==> config.mk <==
export PLATFORM = sky130hd
export DESIGN_NAME = piso_serializer_flat
export DESIGN_NICKNAME = d
export VERILOG_FILES = /design/src/rtl/piso_pkg.sv /design/src/rtl/piso_serializer_if.sv /design/src/rtl/piso_bitcnt.sv /design/src/rtl/piso_serializer.sv /design/src/flat_wrapper.sv
export SDC_FILE = /design/constraint.sdc
export NUM_CORES = 1
export LEC_CHECK = 0
export ABC_CLOCK_PERIOD_IN_PS = 1750
export BUFFER_PORTS_ARGS = -buffer_cell sky130_fd_sc_hd__buf_2
export CELL_PAD_IN_SITES_DETAIL_PLACEMENT = 1
export CELL_PAD_IN_SITES_GLOBAL_PLACEMENT = 1
export CORE_MARGIN = 5
export CORE_UTILIZATION = 35
export DETAILED_ROUTE_END_ITERATION = 8
export HOLD_SLACK_MARGIN = 0.05
export PLACE_DENSITY_LB_ADDON = 0.1
export SLEW_MARGIN = 20
export SYNTH_ARGS = -nofsm -noshare
export SYNTH_HDL_FRONTEND = slang
export SYNTH_HIERARCHICAL = 1
export SYNTH_SLANG_ARGS = --single-unit
==> constraint.sdc <==
create_clock -name clk -period 1.75 [get_ports clk]
set_clock_uncertainty 0.05 [all_clocks]
set_input_delay 0.35 -clock clk [delete_from_list [all_inputs] [get_ports clk]]
set_output_delay 0.35 -clock clk [all_outputs]
set_load 0.02 [all_outputs]
==> src/rtl/piso_pkg.sv <==
// Shared definitions for the parallel-in/serial-out serializer.
//  - state_t / ST_IDLE / ST_SHIFT : FSM state encoding
//  - CNT_W()                      : width of the bit counter for a given word width
package piso_pkg;

    typedef logic state_t;

    localparam state_t ST_IDLE  = 1'b0;
    localparam state_t ST_SHIFT = 1'b1;

    // Counter must hold WIDTH-1; WIDTH is at least 2 so this is never zero.
    function automatic int CNT_W(input int width);
        return $clog2(width);
    endfunction

endpackage

==> src/rtl/piso_serializer_if.sv <==
// Load/serial bundle of the serializer.
//  master : word producer / serial consumer side (drives load_valid, load_data,
//           shift_en, ser_in; observes ready and the serial outputs)
//  slave  : the serializer itself
// WIDTH here must match the WIDTH of the piso_serializer bound to it.
interface piso_serializer_if #(
    parameter int WIDTH = 8
);
    logic             load_valid;
    logic             load_ready;
    logic [WIDTH-1:0] load_data;
    logic             shift_en;
    logic             ser_in;
    logic             ser_out;
    logic             ser_valid;
    logic             frame_first;
    logic             frame_last;
    logic             busy;

    modport master (
        output load_valid, load_data, shift_en, ser_in,
        input  load_ready, ser_out, ser_valid, frame_first, frame_last, busy
    );

    modport slave (
        input  load_valid, load_data, shift_en, ser_in,
        output load_ready, ser_out, ser_valid, frame_first, frame_last, busy
    );
endinterface

==> src/rtl/piso_bitcnt.sv <==
// Shift register plus remaining-bit counter of the serializer.
//  clk, rst_n    : clock, asynchronous active-low reset
//  load_i        : capture load_data_i and restart the count at WIDTH-1
//  dec_i         : shift one position (fill from ser_in_i) and count down
//  load_data_i   : parallel word
//  ser_in_i      : fill bit entering the vacated end
//  out_bit_o     : bit currently at the output end of the register
//  zero_o        : counter is 0 (last bit of the frame is on the output)
//  full_o        : counter is WIDTH-1 (first bit of the frame is on the output)
module piso_bitcnt
    import piso_pkg::*;
#(
    parameter int WIDTH     = 8,
    parameter bit MSB_FIRST = 1'b1
) (
    input  logic             clk,
    input  logic             rst_n,
    input  logic             load_i,
    input  logic             dec_i,
    input  logic [WIDTH-1:0] load_data_i,
    input  logic             ser_in_i,
    output logic             out_bit_o,
    output logic             zero_o,
    output logic             full_o
);
    localparam int            CW       = CNT_W(WIDTH);
    localparam logic [CW-1:0] CNT_MAX  = CW'(WIDTH - 1);
    localparam logic [CW-1:0] CNT_ZERO = {CW{1'b0}};
    localparam logic [CW-1:0] CNT_ONE  = {{(CW-1){1'b0}}, 1'b1};

    logic [WIDTH-1:0] sr_q;
    logic [WIDTH-1:0] sr_d;
    logic [CW-1:0]    cnt_q;
    logic [CW-1:0]    cnt_d;

    // Next register/counter value: a load wins over a shift so the last-bit
    // cycle can both emit its bit and take the next word with no gap.
    always_comb begin
        sr_d  = sr_q;
        cnt_d = cnt_q;
        if (load_i) begin
            sr_d  = load_data_i;
            cnt_d = CNT_MAX;
        end else if (dec_i) begin
            if (MSB_FIRST) begin
                sr_d = {sr_q[WIDTH-2:0], ser_in_i};
            end else begin
                sr_d = {ser_in_i, sr_q[WIDTH-1:1]};
            end
            // Shifting out the last bit leaves the count parked at zero.
            if (cnt_q == CNT_ZERO) begin
                cnt_d = CNT_ZERO;
            end else begin
                cnt_d = cnt_q - CNT_ONE;
            end
        end else begin
            sr_d  = sr_q;
            cnt_d = cnt_q;
        end
    end

    // Register and counter state.
    always_ff @(posedge clk or negedge rst_n) begin
        if (!rst_n) begin
            sr_q  <= {WIDTH{1'b0}};
            cnt_q <= CNT_ZERO;
        end else begin
            sr_q  <= sr_d;
            cnt_q <= cnt_d;
        end
    end

    assign out_bit_o = MSB_FIRST ? sr_q[WIDTH-1] : sr_q[0];
    assign zero_o    = (cnt_q == CNT_ZERO);
    assign full_o    = (cnt_q == CNT_MAX);

endmodule

==> src/rtl/piso_serializer.sv <==
// Parallel-in/serial-out serializer with valid/ready load, stall and framing.
//  clk    : rising-edge clock
//  rst_n  : asynchronous active-low reset
//  bus    : piso_serializer_if.slave
//           load_valid/load_ready/load_data : word handshake
//           shift_en  : 1 advances one bit per clock, 0 freezes the frame
//           ser_in    : cascade fill bit
//           ser_out, ser_valid, frame_first, frame_last, busy : serial side
// Serial outputs decode registered state only; load_ready alone also
// depends on shift_en so a word can be taken on the last-bit cycle.
module piso_serializer
    import piso_pkg::*;
#(
    parameter int WIDTH      = 8,
    parameter bit MSB_FIRST  = 1'b1,
    parameter bit IDLE_LEVEL = 1'b0
) (
    input  logic               clk,
    input  logic               rst_n,
    piso_serializer_if.slave   bus
);
    state_t state_q;
    state_t state_d;

    logic out_bit_s;
    logic cnt_zero_s;
    logic cnt_full_s;
    logic load_ready_s;
    logic accept_s;
    logic advance_s;
    logic ser_out_s;
    logic ser_valid_s;
    logic frame_first_s;
    logic frame_last_s;

    piso_bitcnt #(
        .WIDTH     (WIDTH),
        .MSB_FIRST (MSB_FIRST)
    ) u_bitcnt (
        .clk         (clk),
        .rst_n       (rst_n),
        .load_i      (accept_s),
        .dec_i       (advance_s),
        .load_data_i (bus.load_data),
        .ser_in_i    (bus.ser_in),
        .out_bit_o   (out_bit_s),
        .zero_o      (cnt_zero_s),
        .full_o      (cnt_full_s)
    );

    // Handshake decode: ready in IDLE, or while the last bit leaves this cycle.
    always_comb begin
        load_ready_s = 1'b0;
        if (state_q == ST_IDLE) begin
            load_ready_s = 1'b1;
        end else if (cnt_zero_s && bus.shift_en) begin
            load_ready_s = 1'b1;
        end else begin
            load_ready_s = 1'b0;
        end
        accept_s  = bus.load_valid && load_ready_s;
        advance_s = (state_q == ST_SHIFT) && bus.shift_en;
    end

    // FSM state register.
    always_ff @(posedge clk or negedge rst_n) begin
        if (!rst_n) begin
            state_q <= ST_IDLE;
        end else begin
            state_q <= state_d;
        end
    end

    // FSM next state.
    always_comb begin
        state_d = state_q;
        case (state_q)
            ST_IDLE: begin
                if (accept_s) begin
                    state_d = ST_SHIFT;
                end else begin
                    state_d = ST_IDLE;
                end
            end
            ST_SHIFT: begin
                if (advance_s && cnt_zero_s) begin
                    state_d = accept_s ? ST_SHIFT : ST_IDLE;
                end else begin
                    state_d = ST_SHIFT;
                end
            end
            default: begin
                state_d = ST_IDLE;
            end
        endcase
    end

    // FSM outputs, decoded from registered state and counter only.
    always_comb begin
        ser_out_s     = IDLE_LEVEL;
        ser_valid_s   = 1'b0;
        frame_first_s = 1'b0;
        frame_last_s  = 1'b0;
        case (state_q)
            ST_SHIFT: begin
                ser_out_s     = out_bit_s;
                ser_valid_s   = 1'b1;
                frame_first_s = cnt_full_s;
                frame_last_s  = cnt_zero_s;
            end
            ST_IDLE: begin
                ser_out_s     = IDLE_LEVEL;
                ser_valid_s   = 1'b0;
                frame_first_s = 1'b0;
                frame_last_s  = 1'b0;
            end
            default: begin
                ser_out_s     = IDLE_LEVEL;
                ser_valid_s   = 1'b0;
                frame_first_s = 1'b0;
                frame_last_s  = 1'b0;
            end
        endcase
    end

    assign bus.load_ready  = load_ready_s;
    assign bus.ser_out     = ser_out_s;
    assign bus.ser_valid   = ser_valid_s;
    assign bus.frame_first = frame_first_s;
    assign bus.frame_last  = frame_last_s;
    assign bus.busy        = ser_valid_s;

endmodule

==> src/flat_wrapper.sv <==
// flat-port wrapper written by rule: the top's interface ports become plain ports
module piso_serializer_flat import piso_pkg::*;
#(
    parameter int WIDTH      = 8,
    parameter bit MSB_FIRST  = 1'b1,
    parameter bit IDLE_LEVEL = 1'b0
)
  (clk, rst_n, bus_load_valid, bus_load_data, bus_shift_en, bus_ser_in, bus_load_ready, bus_ser_out, bus_ser_valid, bus_frame_first, bus_frame_last, bus_busy);
  piso_serializer_if #(.WIDTH(WIDTH)) bus_i ();
  input  logic clk;
  input  logic rst_n;
  input wire logic [$bits(bus_i.load_valid)-1:0] bus_load_valid;
  input wire logic [$bits(bus_i.load_data)-1:0] bus_load_data;
  input wire logic [$bits(bus_i.shift_en)-1:0] bus_shift_en;
  input wire logic [$bits(bus_i.ser_in)-1:0] bus_ser_in;
  output wire logic [$bits(bus_i.load_ready)-1:0] bus_load_ready;
  output wire logic [$bits(bus_i.ser_out)-1:0] bus_ser_out;
  output wire logic [$bits(bus_i.ser_valid)-1:0] bus_ser_valid;
  output wire logic [$bits(bus_i.frame_first)-1:0] bus_frame_first;
  output wire logic [$bits(bus_i.frame_last)-1:0] bus_frame_last;
  output wire logic [$bits(bus_i.busy)-1:0] bus_busy;
  assign bus_i.load_valid = bus_load_valid;
  assign bus_i.load_data = bus_load_data;
  assign bus_i.shift_en = bus_shift_en;
  assign bus_i.ser_in = bus_ser_in;
  assign bus_load_ready = bus_i.load_ready;
  assign bus_ser_out = bus_i.ser_out;
  assign bus_ser_valid = bus_i.ser_valid;
  assign bus_frame_first = bus_i.frame_first;
  assign bus_frame_last = bus_i.frame_last;
  assign bus_busy = bus_i.busy;
  piso_serializer #(.WIDTH(WIDTH), .MSB_FIRST(MSB_FIRST), .IDLE_LEVEL(IDLE_LEVEL)) u_core (.clk(clk), .rst_n(rst_n), .bus(bus_i));
endmodule
# After elaboration in Yosys (flattened, before gate mapping)
# Cells that the tools add are included.
[op_classes]
mux = 14
bitwise_logic = 1
addsub = 1
eq_ne = 1
n_reduce_logical = 6
[op_table]
columns = ["operator", "n"]
rows = [
  ["8-bit 2-to-1 mux", 2],
  ["1-bit one-hot mux with 2 select lines", 5],
  ["3-bit 2-to-1 mux", 3],
  ["1-bit logical AND", 4],
  ["1-bit 2-to-1 mux", 4],
  ["3-bit equality test (second input constant)", 1],
  ["3-bit logical NOT", 1],
  ["3-bit by 1-bit subtractor with 3-bit output (second input constant)", 1],
  ["2-bit nonzero test", 1],
  ["1-bit inverter", 1],
]
[totals]
word_cells = 26
inputBits = 13
register_bits = 12

# Depth between registers and ports, before layout
[logic_depth]
word_depth = 8
ltp_mapped = 7
mapped_depth_nobuf = 5

# Hierarchy
# The synthesis kept the hierarchy.
[modules_own_cells]
columns = ["mod", "seq_area_each_um2", "cells_per_inst", "area_each_um2", "n_inst"]
rows = [
  ["piso_bitcnt", 275.3, 50, 525.5, 1],
  ["piso_serializer", 25.0, 10, 97.6, 1],
]

# Least setup slack after synthesis
# Ideal clock, no wire load.
[synth_path]
path_type = "reg-to-reg"
start = "register u_core.u_bitcnt.cnt_q[1]"
end = "register u_core.u_bitcnt.cnt_q[0]"
stages_incl_launch_ff = 8
t_arrival_ps = 1395
path_buffers = 2
setup_slack_ps = 218
setup_time_ps = 87
required_ps = 1613
cell_sequence = "dfrtp_1 nor3_1 a21boi_4 nor2b_1 buf_2 buf_2 inv_1 o211ai_1"
[synth_via]
elab_chain_cells = 6
[synth_lines]
columns = ["element", "line_no", "source"]
rows = [
  ["start: declaration", "piso_bitcnt.sv:33", "logic [CW-1:0] cnt_q;"],
  ["start signal: assignment", "piso_bitcnt.sv:69", "cnt_q <= cnt_d;"],
  ["3-bit logical NOT *", "piso_bitcnt.sv:74", "assign zero_o = (cnt_q == CNT_ZERO);"],
  ["named net u_core.cnt_zero_s", "piso_serializer.sv:26", "logic cnt_zero_s;"],
  ["1-bit logical AND *", "piso_serializer.sv:56", "end else if (cnt_zero_s && bus.shift_en) begin"],
  ["1-bit 2-to-1 mux *", "piso_serializer.sv:56", ""],
  ["1-bit 2-to-1 mux *", "piso_serializer.sv:54", "if (state_q == ST_IDLE) begin"],
  ["1-bit logical AND *", "piso_serializer.sv:61", "accept_s = bus.load_valid && load_ready_s;"],
  ["named net u_core.accept_s", "piso_serializer.sv:29", "logic accept_s;"],
  ["3-bit 2-to-1 mux / 2-bit nonzero test (equally long branches)", "-", ""],
]
# The timed path passes the listed nets; every way through them passes the cells marked *. The select of a mux whose other input is x is not followed.
# A chain may end at the register's enable or synchronous reset.

# Worst setup path after layout
[layout_path]
start = "register u_core.u_bitcnt.cnt_q[2]"
end = "output bus_frame_last"
[layout_via]
elab_chain_cells = 2
[layout_lines]
columns = ["element", "line_no", "source"]
rows = [
  ["3-bit logical NOT", "piso_bitcnt.sv:74", ""],
  ["named net u_core.cnt_zero_s", "piso_serializer.sv:26", ""],
  ["1-bit one-hot mux with 2 select lines", "piso_serializer.sv:104", "case (state_q)"],
  ["end: declaration", "flat_wrapper.sv:20", "output wire logic [$bits(bus_i.frame_last)-1:0] bus_frame_last;"],
]
# The timed path passes the listed nets, and every way through them passes these cells.

==> results.tsv <==
stage	metric	value	unit
outcome	status	complete, no violations	
timing	final setup vio count	0	
die	Initial Utilization	36.5	%
pwr	register share of total power	45.2	%
setup_path	CP required	1.35	ns
pwr	PwrDens	1530	mW/mm^2
setup_path	startpoint types	register	
setup_path	Worst Setup SP	u_core/u_bitcnt/cnt_q[2]	
pwr	clock share of power	13.8	%
routing	met2 WL post-DR	553	um
timing	Final min period	1.67	ns
cells_and_area	Filler cells	209	
timing	RSZ-0062 raised after global routing	no	
placement	area post-placement	723	um^2
yosys	Mapped Area	623	um^2
setup_path	R2R Path End	u_core/u_bitcnt/cnt_q[0]	
cts	post-CTS setup buffers	0	
die	Core Region	0.00171	mm^2
pwr	Sw Pwr	0.000443	W
cts	CTS tree	yes	
global_routing	Global Route Usage Sum	10.0	%
setup_path	CP max-delay cell	dfrtp_2	
global_routing	GRT overflow	0	
yosys	sequential fraction of the synthesis area	48.2	%
pwr	internal cell power	0.000732	W
setup_path	Crit Path Max Fanout	5	
pwr	Leak	0.376	nW
routing	Initial DRT Pass Iterations	2	
placement	HPWL after DPL	884	um
global_routing	number of global-route vias before repair	438	
cells_and_area	fin area	769	um^2
timing	Rel. slew slack	80.6	%
yosys	Synth Warn #	6	
routing	# DRC	0	
global_routing	first-pass GRT wire length	1950	um
cells_and_area	fin cells	104	
global_routing	largest net degree at the start of global routing	19	
cts	clk buf depth	2	
routing	via/cell ratio	4.52	
yosys	syn avg cell area	10.4	um^2
routing	DR vias	470	
cells_and_area	share of cells above drive strength 1	39.2	%
routing	Starting DRT DRC Count	3	
yosys	Syn Inst Count	60	
routing	ANT nets after route	0	
cts	H-tree depth	1	
placement	placed cell count	100	
routing	met1 WL	534	um
routing	Wirelength per Cell	11.4	um
timing	Max Fclk	597	MHz
timing	Hold Slack	0.236	ns
setup_path	Critical R2R Launch	u_core/u_bitcnt/cnt_q[2]	
setup_path	crit path capture	bus_frame_last	
yosys	Seq cells post-synth	12	
die	Die X	52.2	um
timing	Fin. Hold Viols	0	
pwr	Peak VDD IR	648	uV
timing	Final period util	95.7	%
flow_run	MaxCap Viol Count	0	
min_path	Tightest Hold Check Type	input port to register	
routing	DR WL met3	97	um
cells_and_area	n_diodes	0	
cts	total CTS buffers	3	
die	Die Area	0.00272	mm^2
setup_path	crit path DAT	1.27	ns
cells_and_area	commonest non-fill, non-tap cell in the layout	buf_2	
routing	Detailed Route WL	1180	um
setup_path	Reg2Reg Setup Slack	0.35	ns
setup_path	slowest cell delay on critical path	0.45	ns
placement	GPL Wtd Cong	0.768	
setup_path	Setup crit end kind	primary output	
pwr	logic gate share of total power	41.1	%
yosys	Netlist cell types	22	
setup_path	Worst Reg2Reg Path Length in Cells	6	
global_routing	initial antenna violation count	0	
die	Core Rows	15	
timing	worst slew pin tran	0.291	ns
cells_and_area	NumNets Final	94	
die	IO Pins	19	
cts	Root Driver	clkbuf_4	
cells_and_area	area delta synth->final	23.5	%
yosys	post-synth net total	73	
pwr	Sw Ratio	37.7	%
timing	TNS Setup	0	ns
cts	Reg clk slew, reported paths	0.07	ns
cts	clock sink total	12	
cts	clk_lat worst skew	0.27	ns
timing	Max Slew Vio Count	0	
placement	buffers added on ports	18	
die	chip height	52.2	um
setup_path	WS Path Type	register to primary output	
cells_and_area	most frequent cells in the layout	18 x buf_2, 10 x dfrtp_1, 8 x mux2i_1, 8 x nand2_1, 8 x o21ai_0	
routing	Top Metal Used	met3	
setup_path	crit-path cells	nor3_4 -> and2_2 -> buf_2	
-- cells by family after synthesis --
| logic type | Yosys count | share of synthesized area, % |
|---|---|---|
| compound gates | 12 | 12.9 |
| buf+inv | 7 | 6.43 |
| flops | 12 | 48.2 |
| mux | 8 | 12.9 |
| simple gates | 21 | 19.7 |
-- sequential cells by signal (all words and copies together) (netlist names) --
signal                 flops
u_core/u_bitcnt/sr_q       8
u_core/u_bitcnt/cnt_q      3
u_core/state_q             1
-- power groups by stage --
stage               combinational (W)  clock, W  sequential [W]
floorplan                    0.000376         0        0.000493
global route                 0.000544  0.000182        0.000558
global placement             0.000473         0        0.000509
CTS                          0.000496  0.000171        0.000527
finish                       0.000482  0.000162        0.000531
detailed placement           0.000482         0        0.000516
-- metal layers --
metal / track usage (%) / vias to the layer above
met3: 6.27 / 0
li1: - / 240
met5: 0 / -
met4: 2.55 / 0
met1: 11.7 / 217
met2: 15.3 / 13
-- worst max-delay path, delay by kind of cell (launching register included) --
kind | cells | cell delay (ns)
buffers and inverters | 1 | 0.15
flip-flops | 1 | 0.45
AND/OR/NAND/NOR | 2 | 0.41
-- worst min path at each step --
stage / cells after the start / startpoint / endpoint / slack (ns)
global placement: 1 / rst_n / u_core/u_bitcnt/cnt_q[2] / 0.19
finish: 2 / bus_load_valid / u_core/state_q / 0.24
floorplan: 0 / rst_n / u_core/state_q / 0.004
detailed placement: 1 / rst_n / u_core/u_bitcnt/cnt_q[2] / 0.20
CTS: 2 / bus_load_valid / u_core/state_q / 0.22
global route: 3 / bus_load_data[1] / u_core/u_bitcnt/sr_q[1] / 0.23
-- cell type report --
type	instances	area, um^2	share of cell area [%]
clock buffer	3	22.5	2.93
inverter	3	11.3	1.46
multi-input combinational	41	294	38.2
sequential	12	303	39.3
tap	25	31.3	4.07
timing repair buffer	20	108	14.0
-- repair_timing --
| item | in CTS | in global routing |
|---|---|---|
| pin swaps | 0 | 1 |
| hold endpoints to repair | 12 | 0 |
| gates resized for setup | 2 | 2 |
| setup endpoints to repair | 2 | 1 |
| hold buffers | 1 | 0 |
| cloned | 0 | 0 |
-- stage by stage --
stage,utilization [%],total power [W],setup slack (ns)
after global placement,42.3,0.000983,0.223
final,45.1,0.00117,0.0760
after detailed placement,42.3,0.000998,0.150
after CTS,44.9,0.00119,0.0231
after floorplan,-,0.000868,0.218
after global routing,45.1,0.00128,0.00456
-- synthesized netlist by cell type --
cell type / n / area share [%]
buf_2: 2 / 1.6
and2_2: 4 / 4.8
and3_2: 1 / 1.2
o21ai_1: 1 / 0.80
and4bb_1: 1 / 2.0
nor3_1: 1 / 0.80
inv_1: 3 / 1.8
nor3b_1: 1 / 1.2
or2_1: 1 / 1.0
a211o_1: 1 / 1.4
mux2i_1: 8 / 13
a21boi_4: 1 / 3.0
nand2b_1: 1 / 1.0
dfrtp_1: 12 / 48
o211ai_1: 1 / 1.2
nor2b_1: 1 / 1.0
nor2_1: 1 / 0.60
o21ai_0: 8 / 6.4
nand2_1: 8 / 4.8
buf_6: 1 / 1.8
buf_4: 1 / 1.2
or2b_1: 1 / 1.2
Power figures use the tool's default switching activity.
